[config.mk]
export PLATFORM = sky130hd
export DESIGN_NAME = adder_stream_ctrl
export DESIGN_NICKNAME = d
export VERILOG_FILES = /design/src/rtl/beam_pkg.sv /design/src/rtl/stream_join_ctrl.sv /design/src/rtl/adder_stream_ctrl.sv
export SDC_FILE = /design/constraint.sdc
export NUM_CORES = 1
export LEC_CHECK = 0
export CAP_MARGIN = 20
export CORE_ASPECT_RATIO = 1.2
export CORE_MARGIN = 2
export CORE_UTILIZATION = 50
export DETAILED_ROUTE_END_ITERATION = 7
export MAX_ROUTING_LAYER = met4
export PLACE_DENSITY = 0.8
export SLEW_MARGIN = 20
export SYNTH_ARGS = -nofsm -noshare
export SYNTH_HDL_FRONTEND = slang
export SYNTH_HIERARCHICAL = 1
export SYNTH_SLANG_ARGS = --single-unit
[constraint.sdc]
create_clock -name clock -period 4.35 [get_ports clock]
set_input_delay 0.87 -clock clock [delete_from_list [all_inputs] [get_ports clock]]
set_output_delay 0.87 -clock clock [all_outputs]
set_load 0.01 [all_outputs]
[src/rtl/beam_pkg.sv]
// Shared constants, FSM state type and weight-vector helpers for the beam-sum adder controller.
package beam_pkg;

    localparam int NUM_CH       = 4;
    localparam int WEIGHT_WIDTH = 8;
    localparam int FRAME_CNT_W  = 16;
    localparam int TIMEOUT_W    = 12;
    localparam int WEIGHTS_W    = NUM_CH * 2 * WEIGHT_WIDTH;

    typedef enum logic [1:0] {
        ST_IDLE     = 2'd0,
        ST_RUN      = 2'd1,
        ST_STOPPING = 2'd2,
        ST_ERROR    = 2'd3
    } state_t;

    // Weight vector layout per channel is {im, re}, channel 0 in the low bits.
    function automatic logic [WEIGHT_WIDTH-1:0] weight_re(input logic [WEIGHTS_W-1:0] w,
                                                          input int unsigned ch);
        return w[ch*2*WEIGHT_WIDTH +: WEIGHT_WIDTH];
    endfunction

    function automatic logic [WEIGHT_WIDTH-1:0] weight_im(input logic [WEIGHTS_W-1:0] w,
                                                          input int unsigned ch);
        return w[ch*2*WEIGHT_WIDTH + WEIGHT_WIDTH +: WEIGHT_WIDTH];
    endfunction

endpackage

[src/rtl/stream_join_ctrl.sv]
// Lockstep join of the input channels into one adder strobe, plus the one-deep output
// valid/last register that mirrors the adder's registered sum.
module stream_join_ctrl #(
    parameter int NUM_CH = beam_pkg::NUM_CH
) (
    input  logic              clock,
    input  logic              resetn,
    input  logic              run,
    input  logic [NUM_CH-1:0] s_tvalid,
    input  logic              beat_last,
    input  logic              m_tready,
    output logic [NUM_CH-1:0] s_tready,
    output logic              fire,
    output logic              m_tvalid,
    output logic              m_tlast
);

    logic can_accept;

    // NOTE: every signal written here is assigned on every path, so no latch can be inferred.
    always_comb begin
        can_accept = !m_tvalid || m_tready;
        fire       = run && (&s_tvalid) && can_accept;
        s_tready   = {NUM_CH{fire}};
    end

    // NOTE: state registers use non-blocking assignments so every flop samples pre-edge values.
    always_ff @(posedge clock or negedge resetn) begin
        if (!resetn) begin
            m_tvalid <= 1'b0;
            m_tlast  <= 1'b0;
        end else if (fire) begin
            m_tvalid <= 1'b1;
            m_tlast  <= beat_last;
        end else if (m_tready) begin
            m_tvalid <= 1'b0;
            m_tlast  <= 1'b0;
        end
    end

endmodule

[src/rtl/adder_stream_ctrl.sv]
// Flow controller for the four-channel beam-sum adder: FSM, frame/beat counters,
// frame-aligned weight shadowing and sticky misalign/stall error detection.
module adder_stream_ctrl
    import beam_pkg::*;
#(
    parameter int NUM_CH       = beam_pkg::NUM_CH,
    parameter int WEIGHT_WIDTH = beam_pkg::WEIGHT_WIDTH,
    parameter int FRAME_CNT_W  = beam_pkg::FRAME_CNT_W,
    parameter int TIMEOUT_W    = beam_pkg::TIMEOUT_W
) (
    input  logic                           clock,
    input  logic                           resetn,
    input  logic                           enable,
    input  logic [NUM_CH-1:0]              s_tvalid,
    input  logic [NUM_CH-1:0]              s_tlast,
    output logic [NUM_CH-1:0]              s_tready,
    output logic                           add_en,
    output logic                           m_tvalid,
    output logic                           m_tlast,
    input  logic                           m_tready,
    input  logic [NUM_CH*2*WEIGHT_WIDTH-1:0] cfg_weights,
    input  logic                           cfg_update,
    output logic [NUM_CH*2*WEIGHT_WIDTH-1:0] weights_active,
    output logic [FRAME_CNT_W-1:0]         frame_count,
    output logic                           err_misalign,
    output logic                           err_timeout,
    input  logic                           err_clear
);

    localparam int WV_W   = NUM_CH * 2 * WEIGHT_WIDTH;
    localparam int BEAT_W = 16;
    localparam logic [TIMEOUT_W-1:0] STALL_LIMIT = {TIMEOUT_W{1'b1}};

    state_t            state;
    logic              run;
    logic              fire;
    logic              tlast_fire;
    logic              misalign_evt;
    logic              partial;
    logic              timeout_evt;
    logic              err_evt;
    logic              transfer;
    logic [BEAT_W-1:0] beat_cnt;
    logic [BEAT_W-1:0] beat_next;
    logic [TIMEOUT_W-1:0] stall_cnt;
    logic [WV_W-1:0]   pend_weights;
    logic              pend_valid;

    stream_join_ctrl #(.NUM_CH(NUM_CH)) u_join (
        .clock     (clock),
        .resetn    (resetn),
        .run       (run),
        .s_tvalid  (s_tvalid),
        .beat_last (s_tlast[0]),
        .m_tready  (m_tready),
        .s_tready  (s_tready),
        .fire      (fire),
        .m_tvalid  (m_tvalid),
        .m_tlast   (m_tlast)
    );

    assign add_en = fire;

    always_comb begin
        run          = (state == ST_RUN) || (state == ST_STOPPING);
        tlast_fire   = fire && s_tlast[0];
        misalign_evt = fire && !((&s_tlast) || !(|s_tlast));
        partial      = run && (|s_tvalid) && !(&s_tvalid);
        timeout_evt  = partial && (stall_cnt == STALL_LIMIT - 1'b1);
        err_evt      = misalign_evt || timeout_evt;
        beat_next    = beat_cnt;
        if (fire)
            beat_next = tlast_fire ? '0 : beat_cnt + 1'b1;
        // Weights swap only between frames: idle at a boundary, or on the closing beat itself.
        transfer     = pend_valid && (((beat_cnt == '0) && !fire) || tlast_fire);
    end

    always_ff @(posedge clock or negedge resetn) begin
        if (!resetn) begin
            state          <= ST_IDLE;
            beat_cnt       <= '0;
            stall_cnt      <= '0;
            frame_count    <= '0;
            err_misalign   <= 1'b0;
            err_timeout    <= 1'b0;
            // NOTE: the pending weight register is reset as well; it is a single register, not a memory.
            pend_weights   <= '0;
            pend_valid     <= 1'b0;
            weights_active <= '0;
        end else begin
            beat_cnt  <= beat_next;
            stall_cnt <= partial ? stall_cnt + 1'b1 : '0;
            if (tlast_fire)
                frame_count <= frame_count + 1'b1;

            // A new error in the same cycle as err_clear keeps its flag set.
            if (err_clear) begin
                err_misalign <= 1'b0;
                err_timeout  <= 1'b0;
            end
            if (misalign_evt)
                err_misalign <= 1'b1;
            if (timeout_evt)
                err_timeout <= 1'b1;

            if (transfer) begin
                weights_active <= pend_weights;
                pend_valid     <= 1'b0;
            end
            if (cfg_update) begin
                pend_weights <= cfg_weights;
                pend_valid   <= 1'b1;
            end

            case (state)
                ST_IDLE: begin
                    if (enable)
                        state <= ST_RUN;
                end
                ST_RUN: begin
                    if (err_evt)
                        state <= ST_ERROR;
                    else if (!enable)
                        state <= (beat_next == '0) ? ST_IDLE : ST_STOPPING;
                end
                ST_STOPPING: begin
                    if (err_evt)
                        state <= ST_ERROR;
                    else if (tlast_fire)
                        state <= ST_IDLE;
                end
                ST_ERROR: begin
                    if (err_clear && !err_evt) begin
                        state     <= ST_IDLE;
                        beat_cnt  <= '0;
                        stall_cnt <= '0;
                    end
                end
                default: state <= ST_IDLE;
            endcase
        end
    end

endmodule

==> run summary <==
The tools report the kind of capture point of the worst setup path as an output pin. Counting flops with a built-in enable in the synthesized netlist gives 0. The sum of overflow across all layers after global routing was 0; the headroom to the max-slew limit was 40.6%.

The length of the first detailed-routing pass in iterations was 4; the ratio of cells with drive above 1 in the final layout was 24.7%. The run gives 563 as the cell count after synthesis. In the synthesized netlist the async set-or-reset flop fraction comes to 100%. The total number of nets in the final design came out at 821.

Summed over all cells, the static leakage comes to 4.23 nW. The die is 116 um wide. TritonCTS built the clock tree. The CTS buffer count came out at 17.

The number of gates resized after CTS was 0. Across all layers, the routed design uses 5020 vias. In the routed design, unresolved DRC markers number 0. The top cell types in the final layout, fill and taps aside, are 179 x dfrtp_1, 164 x clkdlybuf4s50_1, 130 x mux2_2. The most common cell after layout, fill and taps aside was dfrtp_1. The quantity of hold-fixing buffers added after cts was 0; the core area was 14800 sq um. For the number of distinct standard cells referenced by the synthesized netlist, the log shows 50. For this run, the total global-route usage over all layers was measured as 22.2%.

The longest clock path from root to sink contains 2 buffers. The cell chosen for the clock root was clkbuf_16. Each instance of the synthesized netlist takes up on average 13.3 sq um. The via count of the first global-routing pass came out at 5387.

Summing every instance area after synthesis gives 7510 sq um. The worst setup path is of the primary input to output pin kind. In this run the post-CTS setup repair buffer count came out at 0.

The number of max-slew violations in the final report was 0; the clock input transition at the sequential cells of the worst setup and hold paths was 0.06 ns. The I/O pin count was 167; the transition time at the pin with the least slew margin was 0.890 ns. The tools report the number of clock sinks as 179.

Critical path startpoint category: a primary input. The hold slack was 0.488 ns. The path class of the tightest hold or removal check is register to register.

Synthesis inferred 179 register bits. The initial utilization of the core area, before any placement, comes to 50.6%. 0 antenna diodes ended up in the layout.

Compared with the post-synthesis result, the final layout area differs by 33.4%. Setup repair after global routing left no endpoint under its margin. The sequential share of the synthesized area came out at 59.6%. The height of the chip is 138 um, and the global-route wire length before repair is 27000 um. The mean number of vias per cell came out at 5.28.

The floorplan has 49 rows. The routability congestion estimate from global placement was 0.872; the final antenna-violating net count was 0. The floorplan step defined a die boundary enclosing 16000 sq um.

CTS built an H-tree with a depth of 4. Yosys printed 6 warnings. For this run, the leading register cell type out of synthesis is dfrtp_1.

The count of cells in the finished layout, fillers not included, comes to 950. The peak fanout along the critical path works out to 12. After detailed routing, the total wire length is 16400 um. The hold violation count in the final report was 0; the count of routing violations after the opening detailed-route iteration was 280. Entering global routing, the biggest net connects 103 pins. Between clock sinks in the finished design, the worst skew comes to 0.00780 ns. Detailed placement ended at an HPWL of 11700 um. The average wire per standard cell came out at 17.2 um. Setup total negative slack on the finished layout was measured at 0 ns. The achievable clock frequency is 263 MHz.

Initial antenna violation count: 0. Dividing total power by cell area gives a power density of 622 nW/um^2. Across the VDD grid, the largest voltage drop is 320 uV. Counting tap cells, the placed design contains a total of 918 instances.

The tools report the data required time of the worst path as 3.48 ns. At the later pin of the worst-skew pair, clock insertion delay measures 0.42 ns. The arrival time of the worst setup path was 2.94 ns.

Setup violations remaining at the end of the flow were counted as 0. The tool flagged a number of max-cap violations equal to 0. The run finished with clean final reports. Port buffering added 166 buffers. The final critical delay including setup and external delays was 3.81 ns; the number of nets in the synthesized netlist was 651. In the finished design, the share of the clock period the worst path needs comes to 87.5%.
-- sequential cells by signal, summed over array words and instances, names as in the netlist --
signal	flops
state	2
beat_cnt	16
stall_cnt	12
err_timeout	1
u_join/m_tvalid	1
err_misalign	1
pend_valid	1
frame_count	16
u_join/m_tlast	1
pend_weights	64
weights_active	64
-- layer usage --
layer	vias to the layer above	wire length, um	GRT usage [%]
li1	2319	-	-
met1	2515	6750	26.6
met2	161	8550	37.0
met3	25	709	4.34
met4	0	350	8.65
met5	-	0	-
-- worst max-delay path: stages --
cell	delay, ns
clkdlybuf4s50_1	0.50
nand4_1	0.11
or2_1	0.25
a21oi_1	0.39
buf_4	0.26
clkdlybuf4s50_1	0.56
-- synthesized netlist by cell type, drive strengths merged (2+ instances only) --
master    n  area share [%]
a31oi     2            0.17
nand3    17             1.3
dfrtp   179              60
nor4      4            0.33
nor2b     4            0.33
mux2    131              20
inv      14            0.70
buf      12            0.93
ha       10             1.7
or2       3            0.25
or4       3            0.35
o31ai     3            0.30
nand2    25             1.3
clkbuf   14            0.70
and3      6            0.50
xnor2    24             2.8
and4      4            0.47
a21oi     4            0.27
xor2     14             1.6
nand4    16             1.3
nor3      3            0.20
nand2b    4            0.33
nor2     39             1.9
o21ai     9            0.60
-- final cells by class --
class                           instances  area (sq um)
Timing Repair Buffer                  177          1750
Clock inverter                         13           173
Fill cell                            1083          4810
Tap cell                              204           255
Sequential cell                       179          4480
Clock buffer                           19           443
Inverter                               14          52.6
Multi-Input combinational cell        344          2870
-- through the flow --
stage | utilization [%] | setup slack (ns) | cell area, sq um | power, mW
floorplan | - | 1.03 | 7510 | 3.59
global placement | 63.4 | 0.440 | 9410 | 4.58
detailed placement | 63.4 | 0.360 | 9410 | 4.69
CTS | 67.6 | 0.547 | 10000 | 6.29
global route | 67.6 | 0.401 | 10000 | 6.57
finish | 67.6 | 0.542 | 10000 | 6.23
-- cells by family (layout without fill, tap and decap cells) --
group / after synthesis / after routing / synth area share, %
AOI/OAI and AO/OA: 32 / 32 / 2.98
muxes: 132 / 132 / 19.8
and+or+nand+nor: 132 / 132 / 9.14
buffers and inverters: 40 / 223 / 2.33
xor gates and xnor gates: 38 / 38 / 4.43
DFF: 179 / 179 / 59.6
adders and majority gates: 10 / 10 / 1.67
-- report_power, final --
| group | internal (mW) | total, mW | switching [mW] | leakage, nW |
|---|---|---|---|---|
| Clock | 0.930 | 1.59 | 0.659 | 0.292 |
| Combinational | 1.35 | 2.29 | 0.944 | 1.74 |
| Sequential | 2.10 | 2.35 | 0.249 | 2.20 |
| Total | 4.38 | 6.23 | 1.85 | 4.23 |
-- final timing paths --
check                                start                 end  slack [ns]  depth (start not counted)
min in group asynchronous           resetn  weights_active[34]        0.53                          1
min                        frame_count[15]     frame_count[15]        0.49                          1
max reg2reg                       state[1]            state[1]        0.90                         12
max in group asynchronous           resetn      frame_count[4]        2.84                          2
max                            s_tvalid[0]         s_tready[2]        0.54                          6
min reg2reg                frame_count[15]     frame_count[15]        0.49                          1
Note: power is estimated with default switching activity, not from simulation.
